==> src/rtl/uart_tx_pkg.sv <==
// Shared types and encodings for the UART transmit controller.
// mux_sel drives a downstream 4:1 line mux: start(0), stop/idle(1), payload bit, parity bit.
package uart_tx_pkg;

  typedef enum logic [2:0] {
    IDLE,
    START,
    DATA,
    PARITY,
    STOP
  } state_t;

  localparam logic [1:0] SEL_START = 2'b00;
  localparam logic [1:0] SEL_STOP  = 2'b01;
  localparam logic [1:0] SEL_DATA  = 2'b10;
  localparam logic [1:0] SEL_PAR   = 2'b11;

  localparam int unsigned DEF_DATA_WIDTH = 8;

  function automatic logic [1:0] sel_for(input state_t s);
    logic [1:0] sel;
    sel = SEL_STOP;
    case (s)
      START:   sel = SEL_START;
      DATA:    sel = SEL_DATA;
      PARITY:  sel = SEL_PAR;
      default: sel = SEL_STOP;
    endcase
    return sel;
  endfunction

endpackage

==> src/rtl/uart_tx_ctrl_parity_calc.sv <==
// Parity of the accepted payload, captured once per frame on acceptance.
// par_typ: 0 = even, 1 = odd.
module parity_calc
  import uart_tx_pkg::*;
#(
  parameter int unsigned DATA_WIDTH = DEF_DATA_WIDTH
) (
  input  logic                  clk,
  input  logic                  rst,
  input  logic                  load,
  input  logic [DATA_WIDTH-1:0] data,
  input  logic                  par_typ,
  output logic                  par_bit
);

  always_ff @(posedge clk) begin
    if (rst) begin
      par_bit <= 1'b0;
    end else if (load) begin
      par_bit <= (^data) ^ par_typ;
    end
  end

endmodule

==> src/rtl/uart_tx_ctrl.sv <==
// UART transmit sequencer: start, DATA_WIDTH payload bits LSB first, optional parity, stop.
// Every output is registered; the STOP cycle can accept the next frame back-to-back.
module uart_tx_ctrl
  import uart_tx_pkg::*;
#(
  parameter int unsigned DATA_WIDTH = DEF_DATA_WIDTH
) (
  input  logic                  CLK,
  input  logic                  RST,
  input  logic [DATA_WIDTH-1:0] P_DATA,
  input  logic                  Data_Valid,
  input  logic                  PAR_EN,
  input  logic                  PAR_TYP,
  output logic [1:0]            mux_sel,
  output logic                  ser_data,
  output logic                  par_bit,
  output logic                  busy
);

  localparam int unsigned CNT_W = (DATA_WIDTH > 1) ? $clog2(DATA_WIDTH) : 1;
  localparam logic [CNT_W-1:0] CNT_LAST = CNT_W'(DATA_WIDTH - 1);

  state_t                  state, state_nxt;
  logic [CNT_W-1:0]        cnt, cnt_nxt;
  logic [DATA_WIDTH-1:0]   payload, payload_nxt;
  logic                    par_en_q, par_en_nxt;
  logic                    accept;
  logic [1:0]              mux_sel_nxt;
  logic                    ser_data_nxt;
  logic                    busy_nxt;

  always_comb begin
    state_nxt   = state;
    cnt_nxt     = cnt;
    payload_nxt = payload;
    par_en_nxt  = par_en_q;
    accept      = 1'b0;

    case (state)
      IDLE, STOP: begin
        if (Data_Valid) begin
          accept      = 1'b1;
          state_nxt   = START;
          payload_nxt = P_DATA;
          par_en_nxt  = PAR_EN;
        end else begin
          state_nxt   = IDLE;
        end
      end
      START: begin
        state_nxt = DATA;
        cnt_nxt   = '0;
      end
      DATA: begin
        if (cnt == CNT_LAST) begin
          cnt_nxt   = '0;
          state_nxt = par_en_q ? PARITY : STOP;
        end else begin
          cnt_nxt   = cnt + CNT_W'(1);
        end
      end
      PARITY:  state_nxt = STOP;
      default: state_nxt = IDLE;
    endcase

    // Outputs are precomputed from the next state so the registers line up with it.
    mux_sel_nxt  = sel_for(state_nxt);
    busy_nxt     = (state_nxt != IDLE);
    ser_data_nxt = (state_nxt == DATA) ? payload_nxt[cnt_nxt] : 1'b0;
  end

  always_ff @(posedge CLK) begin
    if (RST) begin
      state    <= IDLE;
      cnt      <= '0;
      payload  <= '0;
      par_en_q <= 1'b0;
      mux_sel  <= SEL_STOP;
      ser_data <= 1'b0;
      busy     <= 1'b0;
    end else begin
      state    <= state_nxt;
      cnt      <= cnt_nxt;
      payload  <= payload_nxt;
      par_en_q <= par_en_nxt;
      mux_sel  <= mux_sel_nxt;
      ser_data <= ser_data_nxt;
      busy     <= busy_nxt;
    end
  end

  parity_calc #(
    .DATA_WIDTH (DATA_WIDTH)
  ) u_parity (
    .clk     (CLK),
    .rst     (RST),
    .load    (accept),
    .data    (P_DATA),
    .par_typ (PAR_TYP),
    .par_bit (par_bit)
  );

endmodule

==> config.mk <==
export PLATFORM = sky130hd
export DESIGN_NAME = uart_tx_ctrl
export DESIGN_NICKNAME = d
export VERILOG_FILES = /design/src/rtl/uart_tx_pkg.sv /design/src/rtl/uart_tx_ctrl_parity_calc.sv /design/src/rtl/uart_tx_ctrl.sv
export SDC_FILE = /design/constraint.sdc
export NUM_CORES = 1
export LEC_CHECK = 0
export CORE_ASPECT_RATIO = 0.75
export CORE_MARGIN = 5
export CORE_UTILIZATION = 28
export CTS_BUF_LIST = sky130_fd_sc_hd__clkbuf_8 sky130_fd_sc_hd__clkbuf_16
export DETAILED_ROUTE_END_ITERATION = 8
export PLACE_DENSITY = 0.51
export SLEW_MARGIN = 20
export SYNTH_ARGS = -nofsm -noshare
export SYNTH_HDL_FRONTEND = slang
export SYNTH_SLANG_ARGS = --single-unit
==> constraint.sdc <==
create_clock -name CLK -period 3.2 [get_ports CLK]
set_clock_uncertainty 0.2 [all_clocks]
set_input_delay 0.8 -clock CLK [delete_from_list [all_inputs] [get_ports CLK]]
set_output_delay 0.8 -clock CLK [all_outputs]
set_load 0.01 [all_outputs]
==> results.py, run 1 <==
metrics = {
    "status": {
        "status": "finished, final reports clean",
    },
    "yosys": {
        "postSynthAreaPerCell_um2": 9.71,
        "yosysTopAreaCellShare_pct": 40.1,
        "ys_seq_elements": 20,
        "seq_area_frac_synth_pct": 40.1,
        "synth_area_um2": 1000,
        "synthCells": 103,
        "syn_nets": 118,
        "synth_area_leader_cell": "dfxtp_1",
        "ys_types": 37,
        "yosysWarnings": 0,
        "synth.area.top_cells": "dfxtp_1, mux2i_1, nor2_1",
    },
    "sta": {
        "clock.fmax_mhz": 380,
        "fin_tns_setup_ns": 0,
        "rsz0062_at_grt": "false",
        "min_period_ns": 2.63,
        "slew_viol_final": 0,
        "relSlewSlack_pct": 68.2,
        "holdWs_ns": 0.291,
        "final-setup-viol-count": 0,
        "period_share_pct": 82.3,
        "hold_violations": 0,
        "tightest_slew_ns": 0.474,
    },
    "route": {
        "routed_wl_mm": 2.16,
        "detail_route.wl_per_cell_um": 13.4,
        "drt-initial-drc-count": 20,
        "antenna_left": 0,
        "drc_errors": 0,
        "firstDrtPassIters": 2,
        "vias": 760,
        "vias_per_cell": 4.72,
    },
    "cts": {
        "cts_root_buf": "clkbuf_8",
        "post_cts_buffers": 0,
        "path_clk_slew_ns": 0.07,
        "holdBufCountCts": 0,
        "clock_path_buffers": 2,
        "ctsResizeCount": 0,
        "cts_tree": "yes",
        "clock_latency_ns": 0.26,
        "numCtsBuffers": 3,
        "clock_sinks": 20,
        "h-tree-depth": 1,
    },
    "final_layout": {
        "finalNonFillerCells": 161,
        "final_common_cell": "dfxtp_1",
        "n_antenna_cell": 0,
        "fin_area_mm2": 0.00128,
        "finish.utilization_pct": 38.1,
        "area_delta_synth_final_pct": 27.8,
        "final_cell_mix": "dfxtp_1, clkdlybuf4s50_1, nor2_1",
        "fillers": 332,
        "nNetsFinal": 137,
        "layout-drive-gt1-share_pct": 10.7,
    },
    "worst_setup_path": {
        "rrSetupSlack_ns": 0.57,
        "cp_max_fo": 7,
        "cp.required_ns": 3.18,
        "reg2reg_depth": 7,
        "crit_arrival_ns": 2.62,
        "start_kind": "flip-flop",
        "crit_type": "reg -> reg",
        "worstSetupEndpointType": "flip-flop",
    },
    "floorplan": {
        "ioPinCount": 18,
        "core_area_mm2": 0.00336,
        "initial_core_util_pct": 29.8,
        "dieArea_mm2": 0.00488,
        "fp.dieW_um": 79.0,
        "num_rows": 18,
        "die_h_um": 61.7,
    },
    "grt": {
        "antenna_found_initial": 0,
        "grt_use_total_pct": 9.64,
        "top_usage_layer": "met2",
        "met1_usage_pct": 12.0,
        "grt_pass1_vias": 760,
        "overflow": 0,
        "grtUsageMet2_pct": 15.9,
        "grt_start_max_net_pins": 15,
        "grt_first_pass_wirelength_mm": 3.55,
        "grt_util_met3_pct": 3.17,
    },
    "min_path": {
        "hold_path.class": "reg -> reg",
        "holdPathStages": 2,
    },
    "placement": {
        "place_inst": 157,
        "port_buffers": 17,
        "dpl.hpwl_mm": 1.65,
        "dpl_cell_area_mm2": 0.00121,
        "gp_congestion": 0.765,
    },
    "power": {
        "leakage_nw": 0.487,
        "irDropWorstVdd_v": 0.000216,
        "cellPowerDensity_mw_per_mm2": 511,
    },
    "run": {
        "maxCapViolCount": 0,
    },
}
-- cell families (layout without fill, tap and decap cells) --
| kind of cell | Yosys count | count (layout) | synth area share, % |
|---|---|---|---|
| flops | 20 | 20 | 40.0 |
| simple gates | 35 | 35 | 20.8 |
| mux | 9 | 9 | 9.14 |
| compound gates | 19 | 19 | 14.5 |
| xor+xnor | 7 | 7 | 7.51 |
| buf+inv | 11 | 29 | 5.51 |
| fa+ha+maj | 2 | 2 | 2.50 |
-- where the power goes --
group / internal (mW) / total [mW] / switching [mW]
logic: 0.0730 / 0.127 / 0.0545
registers: 0.267 / 0.278 / 0.0110
clock network: 0.167 / 0.248 / 0.0806
-- registers in the layout, summed over array words and instances (netlist names) --
name / cells
par_en_q: 1
u_parity.par_bit: 1
cnt: 3
ser_data: 1
state: 3
busy: 1
mux_sel: 2
payload: 8
-- synthesized netlist by cell type --
master / instances
xor2_1: 1
nand2_1: 1
o22ai_1: 1
buf_2: 2
a21oi_4: 1
a21o_1: 1
nor3b_1: 3
or2_2: 1
o32ai_1: 1
a211oi_1: 2
a21oi_1: 4
mux2i_1: 8
a2111o_1: 1
nor3_1: 2
buf_6: 1
nor3b_2: 1
nand3b_1: 1
mux2_2: 1
xnor2_1: 5
xnor3_1: 1
o2111ai_1: 1
and2_0: 1
or4bb_1: 2
a41oi_2: 1
buf_4: 1
dfxtp_1: 20
a22oi_1: 1
nand2b_1: 4
clkbuf_1: 2
inv_1: 5
nor2_1: 14
ha_1: 2
or3_1: 1
o211ai_1: 1
or4b_4: 1
nor2b_1: 3
o21ai_0: 4
-- through the flow --
stage	power [mW]	worst slack (ns)
finish	0.653	0.566
CTS	0.663	0.559
detailed placement	0.412	0.328
global placement	0.411	0.399
global route	0.685	0.457
floorplan	0.365	0.769
-- final cells by class --
class	count	area, um2	area share (%)
Multi-Input combinational cell	72	544	42.6
Clock inverter	1	30.0	2.35
Inverter	5	18.8	1.47
Tap cell	40	50.0	3.92
Sequential cell	20	400	31.3
Clock buffer	3	41.3	3.23
Timing Repair Buffer	20	193	15.1
-- final timing paths --
| check | startpoint | to |
|---|---|---|
| worst max-delay path | cnt[0] | ser_data |
| worst min-delay path | payload[4] | payload[4] |
| worst max register to register | cnt[0] | ser_data |
| worst min register to register | payload[4] | payload[4] |
-- worst max-delay path, stage by stage, from the launching register on --
cell	delay, ns
dfxtp_1	0.33
ha_1	0.21
ha_1	0.25
or4b_4	0.57
a21oi_4	0.21
nor3b_1	0.08
or4bb_1	0.51
a41oi_2	0.19
-- per-layer routing --
| layer | vias up | routed length (um) | part of all wire (%) |
|---|---|---|---|
| met4 | 0 | 29 | 1.3 |
| li1 | 395 | - | - |
| met1 | 351 | 1110 | 51 |
| met3 | 4 | 101 | 4.7 |
| met2 | 10 | 919 | 43 |
| met5 | - | 0 | 0 |
Note: power is estimated with default switching activity, not from simulation.
==> run 2: changes to the inputs <==
--- a/config.mk
+++ b/config.mk
@@ -10,7 +10,7 @@
 export CORE_UTILIZATION = 28
 export CTS_BUF_LIST = sky130_fd_sc_hd__clkbuf_8 sky130_fd_sc_hd__clkbuf_16
 export DETAILED_ROUTE_END_ITERATION = 8
-export PLACE_DENSITY = 0.51
+export PLACE_DENSITY = 0.53
 export SLEW_MARGIN = 20
 export SYNTH_ARGS = -nofsm -noshare
 export SYNTH_HDL_FRONTEND = slang
==> constraint.sdc (replaced) <==
create_clock -name CLK -period 2.2 [get_ports CLK]
set_clock_uncertainty 0.2 [all_clocks]
set_input_delay 0.55 -clock CLK [delete_from_list [all_inputs] [get_ports CLK]]
set_output_delay 0.55 -clock CLK [all_outputs]
set_load 0.01 [all_outputs]
==> results.py, run 2 (same netlist as run 1, synthesis figures left out) <==
metrics = {
    "status": {
        "status": "complete, but fails checks",
        "violations": "setup timing",
    },
    "worst_setup_path": {
        "r2r-end": "ser_data",
        "reg2reg_depth": 7,
        "cp.required_ns": 2.18,
        "crit_arrival_ns": 2.32,
        "start_kind": "flip-flop",
        "crit_end": "ser_data",
        "reg2reg_from": "cnt[1]",
        "rrSetupSlack_ns": -0.14,
        "worstSetupEndpointType": "flip-flop",
        "crit_type": "reg -> reg",
        "cp-startpoint": "cnt[1]",
        "cp_max_fo": 4,
    },
    "final_layout": {
        "regMostFlops": "payload",
        "fillers": 319,
        "multi_input_area_um2": 569,
        "ff_latch_area_um2": 403,
        "nNetsFinal": 155,
        "reg.largest.list": "payload (8), cnt (3), state (3)",
        "finalNonFillerCells": 178,
        "final_cell_mix": "buf_4, dfxtp_1, clkdlybuf4s50_1",
        "n_antenna_cell": 0,
        "largest_reg_flops": 8,
        "area_delta_synth_final_pct": 41.1,
        "layout-drive-gt1-share_pct": 24.6,
        "final_common_cell": "buf_4",
    },
    "sta": {
        "final-setup-viol-count": 1,
        "tightest_slew_ns": 0.473,
        "period_share_pct": 106,
        "hold_violations": 0,
        "min_period_ns": 2.34,
        "slew_viol_final": 0,
        "clock.fmax_mhz": 428,
        "fin_tns_setup_ns": -0.139,
        "rsz0062_at_grt": "true",
        "fin_ws_ns": -0.139,
        "relSlewSlack_pct": 68.3,
    },
    "cts": {
        "h-tree-depth": 1,
        "holdBufCountCts": 0,
        "numCtsBuffers": 3,
        "clock_path_buffers": 2,
        "path_clk_slew_ns": 0.07,
        "clock_latency_ns": 0.25,
        "cts_tree": "yes",
        "cts_root_buf": "clkbuf_8",
        "ctsResizeCount": 0,
        "post_cts_buffers": 0,
        "clock_sinks": 20,
    },
    "grt": {
        "grt_start_max_net_pins": 14,
        "grt_pass1_vias": 763,
        "overflow": 0,
        "grt_first_pass_wirelength_mm": 3.54,
        "antenna_found_initial": 0,
        "grt_use_total_pct": 9.63,
    },
    "floorplan": {
        "dieArea_mm2": 0.00488,
        "initial_core_util_pct": 29.8,
        "ioPinCount": 18,
        "num_rows": 18,
        "fp.dieW_um": 79.0,
        "core_area_mm2": 0.00336,
        "die_h_um": 61.7,
    },
    "placement": {
        "port_buffers": 17,
        "dpl.hpwl_mm": 1.73,
        "gp_congestion": 0.868,
        "place_inst": 175,
    },
    "route": {
        "drt-initial-drc-count": 63,
        "vias_per_cell": 4.70,
        "firstDrtPassIters": 4,
        "drc_errors": 0,
        "routed_wl_mm": 2.17,
        "vias": 837,
        "antenna_left": 0,
        "detail_route.wl_per_cell_um": 12.2,
    },
    "power": {
        "power_uw": 851,
        "cellPowerDensity_mw_per_mm2": 604,
        "irDropWorstVdd_v": 0.000206,
        "leakage_nw": 0.557,
    },
    "run": {
        "maxCapViolCount": 0,
    },
    "min_path": {
        "hold_path.class": "reg -> reg",
    },
}
[run 2: changes by cell type in the layout (fill, tap and decap cells not counted), sizes merged]
cell and change:
bufinv -1, buf +18
[run 2: worst max-delay path, stage by stage, from the launching register on]
cell and delay [ns]:
dfxtp_2 0.34, ha_4 0.16, ha_4 0.15, or4b_4 0.49, a21oi_4 0.20, nor3b_1 0.07, or4bb_1 0.49, a41oi_2 0.17
[run 2: where the power goes]
group	switching [mW]	leakage [nW]	internal, mW
registers	0.0131	0.165	0.388
logic	0.0867	0.371	0.130
clock network	0.111	0.0216	0.122
total	0.211	0.557	0.640
[run 2: final cells by class]
class	instances	area share [%]
Timing Repair Buffer	38	23.2
Tap cell	40	3.55
Multi-Input combinational cell	72	40.4
Clock buffer	3	2.93
Sequential cell	20	28.6
Inverter	5	1.33
[run 2: how the worst min path moves through the flow]
stage / startpoint / end / slack, ns / cells past startpoint
global placement: payload[4] / payload[4] / 0.27 / 2
CTS: payload[1] / payload[1] / 0.29 / 2
finish: payload[1] / payload[1] / 0.29 / 2
detailed placement: payload[1] / payload[1] / 0.27 / 2
global route: u_parity.par_bit / u_parity.par_bit / 0.34 / 2
floorplan: payload[2] / payload[2] / 0.25 / 2
[run 2: routing by layer]
| metal | GRT usage, % | up-vias | share of wire (%) |
|---|---|---|---|
| met5 | 0 | - | 0 |
| met4 | 5.88 | 0 | 1.3 |
| met3 | 1.59 | 2 | 4.2 |
| met2 | 13.4 | 20 | 42 |
| met1 | 13.9 | 386 | 53 |
| li1 | - | 429 | - |
[run 2: per-stage QoR]
step | hold WS [ns] | utilization (%) | worst slack [ns] | area [um2]
6_report | 0.293 | 42.0 | -0.139 | 1410
5_1_grt | 0.338 | 42.0 | -0.205 | 1410
4_1_cts | 0.290 | 42.0 | -0.140 | 1410
3_5_place_dp | 0.271 | 40.8 | -0.339 | 1370
3_3_place_gp | 0.269 | 40.8 | -0.329 | 1370
2_1_floorplan | 0.249 | - | -0.113 | 1030
[run 2: repair_timing]
action | 4_1_cts | 5_1_grt
pin swaps | 2 | 0
gates cloned | 0 | 0
setup endpoints to repair | 1 | 1
==> run 3: changes to the inputs <==
--- a/config.mk
+++ b/config.mk
@@ -5,6 +5,7 @@
 export SDC_FILE = /design/constraint.sdc
 export NUM_CORES = 1
 export LEC_CHECK = 0
+export ABC_AREA = 0
 export CORE_ASPECT_RATIO = 0.75
 export CORE_MARGIN = 5
 export CORE_UTILIZATION = 28
==> results of run 3 <==
Same layout as run 2: the final DEF is identical, and so are final timing and power.
